$ cat src/rtl/rr_request_encoder.sv
// Round-robin request encoder: buffers request pulses on N lines and emits them
// one at a time as an encoded address under a ready/valid handshake.
module rr_request_encoder #(
    parameter int N  = 8,
    parameter int AW = 3
) (
    input  logic          clk,
    input  logic          reset,
    input  logic [N-1:0]  req,
    input  logic          ready,
    output logic [AW-1:0] address,
    output logic          valid,
    output logic [N-1:0]  sel,
    output logic          busy
);

    logic [N-1:0]  pending;
    logic [N-1:0]  pend_eff;
    logic [AW-1:0] ptr;
    logic [AW-1:0] grant;
    logic [AW-1:0] idx;
    logic          found;
    logic          accept;
    logic          load;

    assign accept = valid & ready;
    assign load   = (~valid | accept) & found;

    // A fresh request on the line being accepted keeps its bit set.
    always_comb begin
        pend_eff = pending | req;
        if (accept && !req[address])
            pend_eff[address] = 1'b0;
    end

    // Search starts at ptr; AW-bit arithmetic wraps N-1 back to 0.
    always_comb begin
        grant = '0;
        found = 1'b0;
        idx   = '0;
        for (int i = 0; i < N; i++) begin
            idx = ptr + AW'(i);
            if (!found && pend_eff[idx]) begin
                grant = idx;
                found = 1'b1;
            end
        end
    end

    always_ff @(posedge clk) begin
        if (reset) begin
            pending <= '0;
            ptr     <= '0;
            address <= '0;
            valid   <= 1'b0;
        end else if (load) begin
            address <= grant;
            valid   <= 1'b1;
            ptr     <= grant + AW'(1);
            pending <= pend_eff & ~(N'(1) << grant);
        end else begin
            pending <= pend_eff;
            if (accept)
                valid <= 1'b0;
        end
    end

    always_comb begin
        sel = '0;
        if (valid)
            sel[address] = 1'b1;
    end

    assign busy = (|pending) | valid;

endmodule

$ cat config.mk
export PLATFORM = sky130hd
export DESIGN_NAME = rr_request_encoder
export DESIGN_NICKNAME = d
export VERILOG_FILES = /design/src/rtl/rr_request_encoder.sv
export SDC_FILE = /design/constraint.sdc
export NUM_CORES = 1
export LEC_CHECK = 0
export ABC_CLOCK_PERIOD_IN_PS = 12050
export BUFFER_PORTS_ARGS = -buffer_cell sky130_fd_sc_hd__buf_4
export CAP_MARGIN = 40
export CORE_MARGIN = 3
export CORE_UTILIZATION = 55
export CTS_BUF_LIST = sky130_fd_sc_hd__clkbuf_8
export CTS_CLUSTER_DIAMETER = 120
export DETAILED_ROUTE_END_ITERATION = 8
export PLACE_DENSITY = 0.86
export SYNTH_ARGS = -nofsm -noshare
export SYNTH_HDL_FRONTEND = slang
export SYNTH_SLANG_ARGS = --single-unit
$ cat constraint.sdc
create_clock -name clk -period 12.05 [get_ports clk]
set_input_delay 1.8075 -clock clk [delete_from_list [all_inputs] [get_ports clk]]
set_output_delay 1.8075 -clock clk [all_outputs]
set_load 0.01 [all_outputs]
==> summary.md, run 1 <==
| Metric | Value |
|---|---|
| Asr flop ratio synth | 0% |
| CP Launch Type | input port |
| DRC Markers | 0 |
| Most frequent cells in the layout | 25 x buf_4, 24 x nor2_1, 20 x a21oi_1 |
| Overall power | 0.0007281 W |
| Post-route ant nets | 0 |
| Post-CTS Hold Fix Bufs | 0 |
| RSZ-0062 raised after global routing | false |
| Seq/Total Area, Yosys | 14.30% |
| CP bufs+invs | 2 |
| Commonest non-fill, non-tap cell in the layout | buf_4 |
| Final Worst Setup Slack | 7261 ps |
| DIE WIDTH | 67.79 um |
| GP Congestion | 0.9456 |
| Power Density | 317.3 nW/um2 |
| Routed len/inst | 19.20 um |
| Synth Area per Inst | 8.106 um2 |
| Max Clock Freq | 0.2088 GHz |
| First-pass GRT wire length | 9666 um |
| Critical path type | input port to flop |
| Pre-CTS WS | 7042 ps |
| Post_cts resized | 0 |
| Crit Path Max Fanout | 9 |
| Share of post-route cells with drive strength above 1 | 23.16% |
| Root buf cell | clkbuf_8 |
| Grt ovf | 0 |
| Setup TNS | 0 ps |
| Antenna diode count | 0 |
| Setup Skew | 1.836 ps |
| Nets | 291 |
| Final Slew Violations | 0 |
| Least-Margin Pin Slew | 892.7 ps |
| Htree depth | 1 |
| Slew HR | 40.40% |
| IO Pins | 24 |
| Vias/cell | 7.129 |
| Core ar. | 3495 um2 |
| Initial Util | 60.08% |
| Yosys Warn Count | 0 |
| Peak VDD IR | 0.1967 mV |
| Max capacitance violation total | 0 |
| Cts bufs inserted | 3 |
| Crit path top cell by count | ha_1 |
| CTS tree | built |
| Final wirelength | 6105 um |
| Crit path max-delay family | compound AO/OA/AOI/OAI gates |
| Row count | 21 |
| GRT Util Overall | 27.88% |
| Period minus WS final | 4789 ps |
| Final core area utilization | 65.66% |
| Mapped cell area | 2100 um2 |
| Synthesis-stage register bit count | 15 |
| Ys flop type | dfxtp_1 |
| Worst-path cell chain | buf_4 -> nand3b_2 -> o22ai_1 -> mux2i_1 -> or3_1 -> o211ai_4 -> mux2_2 -> o32ai_1 -> o31a_1 -> inv_1 -> ha_1 -> ha_1 -> a211oi_1 |
| Port bufs | 23 |
| Netlist cell types | 73 |
| WP data arrival | 4950 ps |
| Clk pin slew, worst setup/hold paths | 60 ps |
| Final Setup Violations | 0 |
| Skew-Pair Late Insertion Delay | 250 ps |
| Status | complete, no violations |
| Vias in the first global route | 1,882 |
| Worst path max stage delay | 480 ps |
| CP Capture Type | flop |
| Number of flops mapped to enable cells by yosys | 0 |
| CP max-delay cell | o22ai_1 |
| Syn Inst Count | 259 |
| Mapped Nets | 277 |
| Largest net degree at the start of global routing | 29 |
| Leakage | 0.8697 nW |
| Fill cell count | 314 |
| Dpl hpwl | 4619 um |
| Area Growth Syn to Fin | 9.297% |
| Initial antenna violation count | 0 |
| Hold Path Class | flop to flop |
| DR iter-0 viols | 394 |
| Initial DRT Pass Iterations | 5 |
| Tcrit/Tclk final | 39.74% |
| Final Hold Viols | 0 |
| Die Height | 67.79 um |
| Longest Clk Path Bufs | 2 |
| Worst EP required | 12,210 ps |
| Via count | 2,267 |
| Postcts setup bufs | 0 |
| CTS Sinks | 15 |
| Die area | 4595 um2 |
-- flip-flops by register name, indices dropped and copies added (netlist names) --
| signal | flops |
|---|---|
| address | 3 |
| valid | 1 |
| ptr | 3 |
| pending | 8 |
-- worst min-delay path: stages (launching register included) --
cell,delay [ps]
dfxtp_1,390
o21ai_1,150
a21oi_1,50
-- stage by stage --
stage	hold WS (ps)	std cells	area [um2]
2_1_floorplan	596.0	259	2100
3_3_place_gp	620.9	313	2241
3_5_place_dp	627.3	314	2248
4_1_cts	634.6	318	2295
5_1_grt	698.4	318	2295
6_report	639.3	318	2295
-- synthesized netlist by cell type (4+ instances only) --
library cell | instances | area (um2)
a211oi_1 | 9 | 67.56
o211a_1 | 5 | 50.05
nor3_1 | 9 | 45.04
mux2i_1 | 4 | 40.04
nor4_1 | 5 | 31.28
clkbuf_1 | 4 | 15.01
buf_6 | 4 | 45.04
o21ai_0 | 7 | 35.03
nand3_1 | 8 | 40.04
a21oi_1 | 20 | 100.1
nand2_1 | 17 | 63.81
nor2_1 | 24 | 90.09
buf_2 | 5 | 25.02
a21oi_2 | 4 | 35.03
dfxtp_1 | 15 | 300.3
o21ai_1 | 4 | 20.02
a31oi_1 | 4 | 25.02
a211oi_2 | 6 | 75.07
ha_1 | 7 | 87.58
nand2b_1 | 4 | 25.02
inv_1 | 5 | 18.77
-- worst paths after layout --
kind,start,end,slack [ps],depth (start not counted)
hold reg to reg,address[2]$_SDFFE_PP0P_,address[2]$_SDFFE_PP0P_,640,2
setup / recovery,req[3],ptr[2]$_SDFFE_PP0P_,7260,13
setup reg to reg,ptr[1]$_SDFFE_PP0P_,ptr[2]$_SDFFE_PP0P_,7350,14
hold / removal,address[2]$_SDFFE_PP0P_,address[2]$_SDFFE_PP0P_,640,2
-- cells by family (layout without fill, tap and decap cells) --
kind of cell	count (synthesis)	in the layout	share of synthesized area (%)
compound gates	103	103	39.75
simple gates	99	99	28.49
buf+inv	23	36	5.840
flops	15	15	14.30
mux	9	9	6.198
fa+ha+maj	7	7	4.171
xor+xnor	3	3	1.252
-- report_power, final --
group          total [W]  switching, W  internal (W)
logic           0.000579      0.000349      0.000231
clock network  0.0000399     0.0000171     0.0000229
registers       0.000109     0.0000410     0.0000678
-- final cells by class --
cell class              count  area, um2  area share [%]
multi-input cells         221       1677           73.06
flip-flops and latches     15      300.3           13.09
repair buffers             25      187.7           8.179
well taps                  46      57.56           2.508
clock buffers               3      41.29           1.799
inverters                   7      26.28           1.145
clock inverters             1      5.005          0.2181
-- routing by layer --
metal  global-route usage (%)  vias to the layer above  routed length (um)
li1                         -                     1052                   -
met2                    41.68                      137                2700
met1                    41.02                     1065                2693
met3                    4.825                       13                 606
met4                    6.948                        0                 104
met5                        0                        -                   0
Note: power is estimated with default switching activity, not from simulation.
==> inputs of run 2 (changes only) <==
Settings changed: ABC_CLOCK_PERIOD_IN_PS 12050 to 4500.
Clock period 12.05 ns to 4.5 ns, I/O delays scaled along.
==> summary.md, run 2 (synthesized netlist as in run 1, its figures left out) <==
| Metric | Value |
|---|---|
| Least-Margin Pin Slew | 964.7 ps (+71.95 ps) |
| Root buf cell | clkbuf_8 |
| Commonest non-fill, non-tap cell in the layout | buf_4 |
| DIE WIDTH | 67.79 um (unchanged) |
| Row count | 21 (unchanged) |
| Largest registers | pending x8, address x3, ptr x3 |
| Nets | 294 (+1.0%) |
| Met1 usage | 40.56% (-0.46 points) |
| Met3 Use GR | 5.657% (+0.83 points) |
| Crit Path Max Fanout | 17 (+8) |
| Core ar. | 3495 um2 (unchanged) |
| Tcrit/Tclk final | 89.58% |
| Htree depth | 1 (unchanged) |
| CTS tree | built |
| CP Launch Type | flop |
| Period minus WS final | 4031 ps |
| Initial Util | 60.08% (unchanged) |
| Worst path max stage delay | 680 ps (+200 ps) |
| Post-CTS Hold Fix Bufs | 0 (unchanged) |
| RSZ-0062 raised after global routing | false |
| Critical path type | flop to flop |
| Max Clock Freq | 0.2481 GHz |
| Worst reg-to-reg path cell count | 14 (unchanged) |
| Grt met2 use | 46.66% (+5.0 points) |
| Share of post-route cells with drive strength above 1 | 24.00% (+0.84 points) |
| Area Growth Syn to Fin | 10.49% |
| Top reg by flops | pending |
| Leakage | 0.8810 nW (+1.3%) |
| Final Slew Violations | 0 (unchanged) |
| Cts bufs inserted | 3 (unchanged) |
| Via count | 2,360 (+4.1%) |
| IO Pins | 24 (unchanged) |
| Vias/cell | 7.352 (+3.1%) |
| GP Congestion | 0.9486 (+0.32%) |
| Setup TNS | 0 ps (unchanged) |
| CTS Sinks | 15 (unchanged) |
| Final Hold Viols | 0 (unchanged) |
| Worst-path cell chain | inv_1 -> ha_1 -> o21ai_0 -> a21oi_1 -> nor4_2 -> a311o_1 -> o221a_1 -> o211a_1 -> o32ai_1 -> o31a_1 -> inv_1 -> ha_1 -> ha_1 -> a211oi_1 |
| Grt ovf | 0 (unchanged) |
| Power Density | 866.9 nW/um2 (+170%) |
| Fill cell count | 293 (-6.7%) |
| Hold Path Class | input port to flop |
| Peak VDD IR | 0.5235 mV (+170%) |
| GRT Util Overall | 29.99% (+2.1 points) |
| Antenna diode count | 0 (unchanged) |
| Max reg flops | 8 (unchanged) |
| Status | complete, no violations |
| Setup Skew | 0.6366 ps (-1.199 ps) |
| CP max-delay cell | ha_1 |
| Die Height | 67.79 um (unchanged) |
| Max capacitance violation total | 0 (unchanged) |
| Vias in the first global route | 2,088 (+11%) |
| Post_cts resized | 0 (unchanged) |
| DRC Markers | 0 (unchanged) |
| Skew-Pair Late Insertion Delay | 250 ps (about the same) |
| Crit path top cell by count | ha_1 |
| Longest Clk Path Bufs | 2 (unchanged) |
| WP data arrival | 4200 ps (-750 ps) |
| Initial DRT Pass Iterations | 6 (+1) |
| Post-route ant nets | 0 (unchanged) |
| CP Capture Type | flop |
| Largest net degree at the start of global routing | 28 (-3.4%) |
| Pre-CTS WS | 544.9 ps (-6498 ps) |
| Slew HR | 35.23% (-5.2 points) |
| Final wirelength | 6551 um (+7.3%) |
| First-pass GRT wire length | 10,450 um (+8.1%) |
| Min-Delay Path Depth | 2 (unchanged) |
| Gr busiest metal | met2 |
| Most frequent cells in the layout | 28 x buf_4, 24 x nor2_1, 20 x a21oi_1 |
| DR iter-0 viols | 366 (-7.1%) |
| Final Setup Violations | 0 (unchanged) |
| Final Worst Setup Slack | 468.8 ps (-6793 ps) |
| Clk pin slew, worst setup/hold paths | 60 ps (about the same) |
| Initial antenna violation count | 0 (unchanged) |
| Die area | 4595 um2 (unchanged) |
| Dpl hpwl | 4965 um (+7.5%) |
| Port bufs | 23 (unchanged) |
| Routed len/inst | 20.41 um (+6.3%) |
| Worst EP required | 4670 ps (-7540 ps) |
| Postcts setup bufs | 0 (unchanged) |
[run 2: changes by cell type in the layout (fill, tap and decap cells not counted), sizes merged]
cell and delta:
clkinvlp +1, clkinv -1, buf +3
[run 2: worst max-delay path, delay by kind of cell (launching register included)]
kind	cells	cell delay, ps
compound gates	8	2130
fa+ha+maj	3	1160
flops	1	340
buf+inv	2	220
simple gates	1	100
[run 2: power breakdown]
part | total, W | leakage [nW] | switching [W] | internal [W]
registers | 0.000263 | 0.125 | 0.0000817 | 0.000182
logic | 0.00164 | 0.734 | 0.00100 | 0.000633
clock network | 0.000112 | 0.0217 | 0.0000498 | 0.0000622
[run 2: layout make-up]
type                       instances  area [um2]  share of cell area [%]
clock buffer                       3       41.29                   1.780
sequential                        15       300.3                   12.95
multi-input combinational        221        1677                   72.28
inverter                           7       26.28                   1.133
tap                               46       57.56                   2.481
timing repair buffer              28       210.2                   9.062
clock inverter                     1       7.507                  0.3236
[run 2: per-layer routing]
layer / share of wire [%] / vias up
li1: - / 1052
met1: 41 / 1108
met2: 46 / 169
met3: 10 / 31
met4: 2.8 / 0
met5: 0 / -
[run 2: final timing paths]
| path | start | endpoint | slack, ps |
|---|---|---|---|
| min | reset | pending[3]$_SDFF_PP0_ | 650 |
| min reg2reg | address[2]$_SDFFE_PP0P_ | address[2]$_SDFFE_PP0P_ | 660 |
| max | ptr[1]$_SDFFE_PP0P_ | ptr[2]$_SDFFE_PP0P_ | 470 |
| max reg2reg | ptr[1]$_SDFFE_PP0P_ | ptr[2]$_SDFFE_PP0P_ | 470 |
[run 2: metrics by stage]
stage / utilization (%) / hold slack, ps / total power, W / area [um2] / instances
2_1_floorplan: - / 596.0 / 0.001478 / 2100 / 259
3_3_place_gp: 64.98 / 618.3 / 0.001805 / 2271 / 317
3_5_place_dp: 64.98 / 642.5 / 0.001842 / 2271 / 317
4_1_cts: 66.38 / 643.5 / 0.001961 / 2320 / 321
5_1_grt: 66.38 / 648.5 / 0.002149 / 2320 / 321
6_report: 66.38 / 648.3 / 0.002011 / 2320 / 321
==> inputs of run 3 (changes only) <==
Settings changed: CORE_MARGIN 3 to default, CTS_CLUSTER_SIZE from default to 20.
==> summary.md, run 3 (synthesized netlist as in run 1, its figures left out) <==
| Metric | Value |
|---|---|
| Status | complete, no violations |
| CP Capture Type | flop |
| Fill cell count | 318 (+8.5%) |
| Postcts setup bufs | 0 (unchanged) |
| Critical path type | flop to flop |
| CP Launch Type | flop |
| Post-CTS Hold Fix Bufs | 0 (unchanged) |
| Share of post-route cells with drive strength above 1 | 23.91% (-0.087 points) |
| Largest registers | pending x8, address x3, ptr x3 |
| Non-Filler Instances | 324 (+0.93%) |
| Root buf cell | clkbuf_8 |
| Max reg flops | 8 (unchanged) |
| Most frequent cells in the layout | 29 x buf_4, 24 x nor2_1, 20 x a21oi_1 |
| Cts bufs inserted | 3 (unchanged) |
| Post_cts resized | 0 (unchanged) |
| Worst EP required | 4670 ps (about the same) |
| Clk pin slew, worst setup/hold paths | 60 ps (about the same) |
| DIE WIDTH | 63.79 um (-5.9%) |
| Met3 routed WL | 586 um (-13%) |
| GP Congestion | 1.017 (+7.3%) |
| Routed len/inst | 20.02 um (-1.9%) |
| Final Setup Violations | 0 (unchanged) |
| Post-Route M1 WL | 2799 um (+4.3%) |
| Longest Clk Path Bufs | 2 (unchanged) |
| Vias in the first global route | 2,107 (+0.91%) |
| Tcrit/Tclk final | 89.05% (-0.53 points) |
| Max Clock Freq | 0.2495 GHz (+0.59%) |
| Core ar. | 3661 um2 (+4.8%) |
| Final Hold Viols | 0 (unchanged) |
| Least-Margin Pin Slew | 920.3 ps (-44.37 ps) |
| Initial Util | 57.35% (-2.7 points) |
| Final core area utilization | 63.53% (-2.8 points) |
| Post-route ant nets | 0 (unchanged) |
| Net Switching | 0.001126 W (-0.67%) |
| CTS tree | built |
| Setup TNS | 0 ps (unchanged) |
| Overall power | 0.002006 W (-0.27%) |
| Commonest non-fill, non-tap cell in the layout | buf_4 |
| Peak VDD IR | 0.5281 mV (+0.87%) |
| Skew-Pair Late Insertion Delay | 260 ps (about the same) |
| Initial DRT Pass Iterations | 5 (-1) |
| CTS Sinks | 15 (unchanged) |
| Area Growth Syn to Fin | 10.79% |
| Met2 WL post-DR | 2955 um (-1.7%) |
| Initial antenna violation count | 0 (unchanged) |
| Leakage | 0.8914 nW (+1.2%) |
| Antenna diode count | 0 (unchanged) |
| IO Pins | 24 (unchanged) |
| Grt ovf | 0 (unchanged) |
| Crit Path Max Fanout | 14 (-3) |
| Setup Skew | 1.928 ps (+1.291 ps) |
| Top reg by flops | pending |
| GRT Util Overall | 33.45% (+3.5 points) |
| First-pass GRT wire length | 10,630 um (+1.7%) |
| Final Slew Violations | 0 (unchanged) |
| Combinational power share | 81.5% (+0.2 points) |
| Pint | 0.0008794 W (+0.26%) |
| Period minus WS final | 4007 ps (-23.72 ps) |
| WP data arrival | 4180 ps (-20 ps) |
| Final wirelength | 6487 um (-0.98%) |
| Switching Share | 56.15% (-0.23 points) |
| Dpl hpwl | 4917 um (-0.97%) |
| DR iter-0 viols | 337 (-7.9%) |
| Port bufs | 23 (unchanged) |
| Max layer used | met4 |
| Clock power frac | 5.6% (about the same) |
| Htree depth | 1 (unchanged) |
| Via count | 2,300 (-2.5%) |
| Die Height | 63.79 um (-5.9%) |
| Sequential Power Share | 13.0% (about the same) |
| DRC Markers | 0 (unchanged) |
| Die area | 4069 um2 (-11%) |
| Placed Cells | 320 (+0.95%) |
| Vias/cell | 7.099 (-3.4%) |
| Power Density | 862.3 nW/um2 (-0.54%) |
| Max capacitance violation total | 0 (unchanged) |
| Slew HR | 38.20% (+3.0 points) |
| Row count | 22 (+4.8%) |
| RSZ-0062 raised after global routing | false |
| Hold Path Class | input port to flop |
| Largest net degree at the start of global routing | 28 (unchanged) |
| Nets | 295 (+0.34%) |
[run 3: final timing paths]
| path | start | cells after the start | end | slack [ps] |
|---|---|---|---|---|
| worst max-delay path | ptr[1]$_SDFFE_PP0P_ | 14 | ptr[2]$_SDFFE_PP0P_ | 490 |
| worst min-delay path | reset | 2 | pending[3]$_SDFF_PP0_ | 630 |
| worst max register to register | ptr[1]$_SDFFE_PP0P_ | 14 | ptr[2]$_SDFFE_PP0P_ | 490 |
| worst min register to register | address[2]$_SDFFE_PP0P_ | 2 | address[2]$_SDFFE_PP0P_ | 640 |
[run 3: through the flow]
stage	hold slack (ps)	setup slack (ps)	area, um2
detailed placement	631.6	583.6	2281
floorplan	596.0	666.7	2100
finish	633.1	492.5	2326
global route	645.2	195.7	2326
CTS	637.0	539.3	2326
global placement	619.2	654.7	2281
[run 3: power groups by stage]
stage / logic, W / registers (W) / clock network (W)
2_1_floorplan: 0.00125 / 0.000229 / 0
3_3_place_gp: 0.00156 / 0.000259 / 0
3_5_place_dp: 0.00159 / 0.000259 / 0
4_1_cts: 0.00160 / 0.000256 / 0.000111
5_1_grt: 0.00177 / 0.000265 / 0.000116
6_report: 0.00163 / 0.000260 / 0.000112
[run 3: layout make-up]
cell class,instances,area [um2],share of cell area [%]
clock buffer,3,41.29,1.775
inverter,7,26.28,1.130
multi-input combinational,221,1677,72.08
sequential,15,300.3,12.91
timing repair buffer,29,217.7,9.360
tap,48,60.06,2.582
clock inverter,1,3.754,0.1614
[run 3: layer usage]
layer | GRT usage, % | vias up
li1 | - | 1060
met1 | 46.15 | 1072
met2 | 52.13 | 148
met3 | 6.250 | 20
met4 | 10.80 | 0
met5 | 0 | -
[run 3: worst max-delay path: stages, from the launching register on]
cell,delay (ps)
dfxtp_1,340
inv_1,140
ha_1,660
o21ai_0,170
a21oi_1,320
nor4_2,90
a311o_1,370
o221a_1,280
o211a_1,240
o32ai_1,290
o31a_1,260
inv_1,80
ha_1,200
ha_1,280
a211oi_1,190
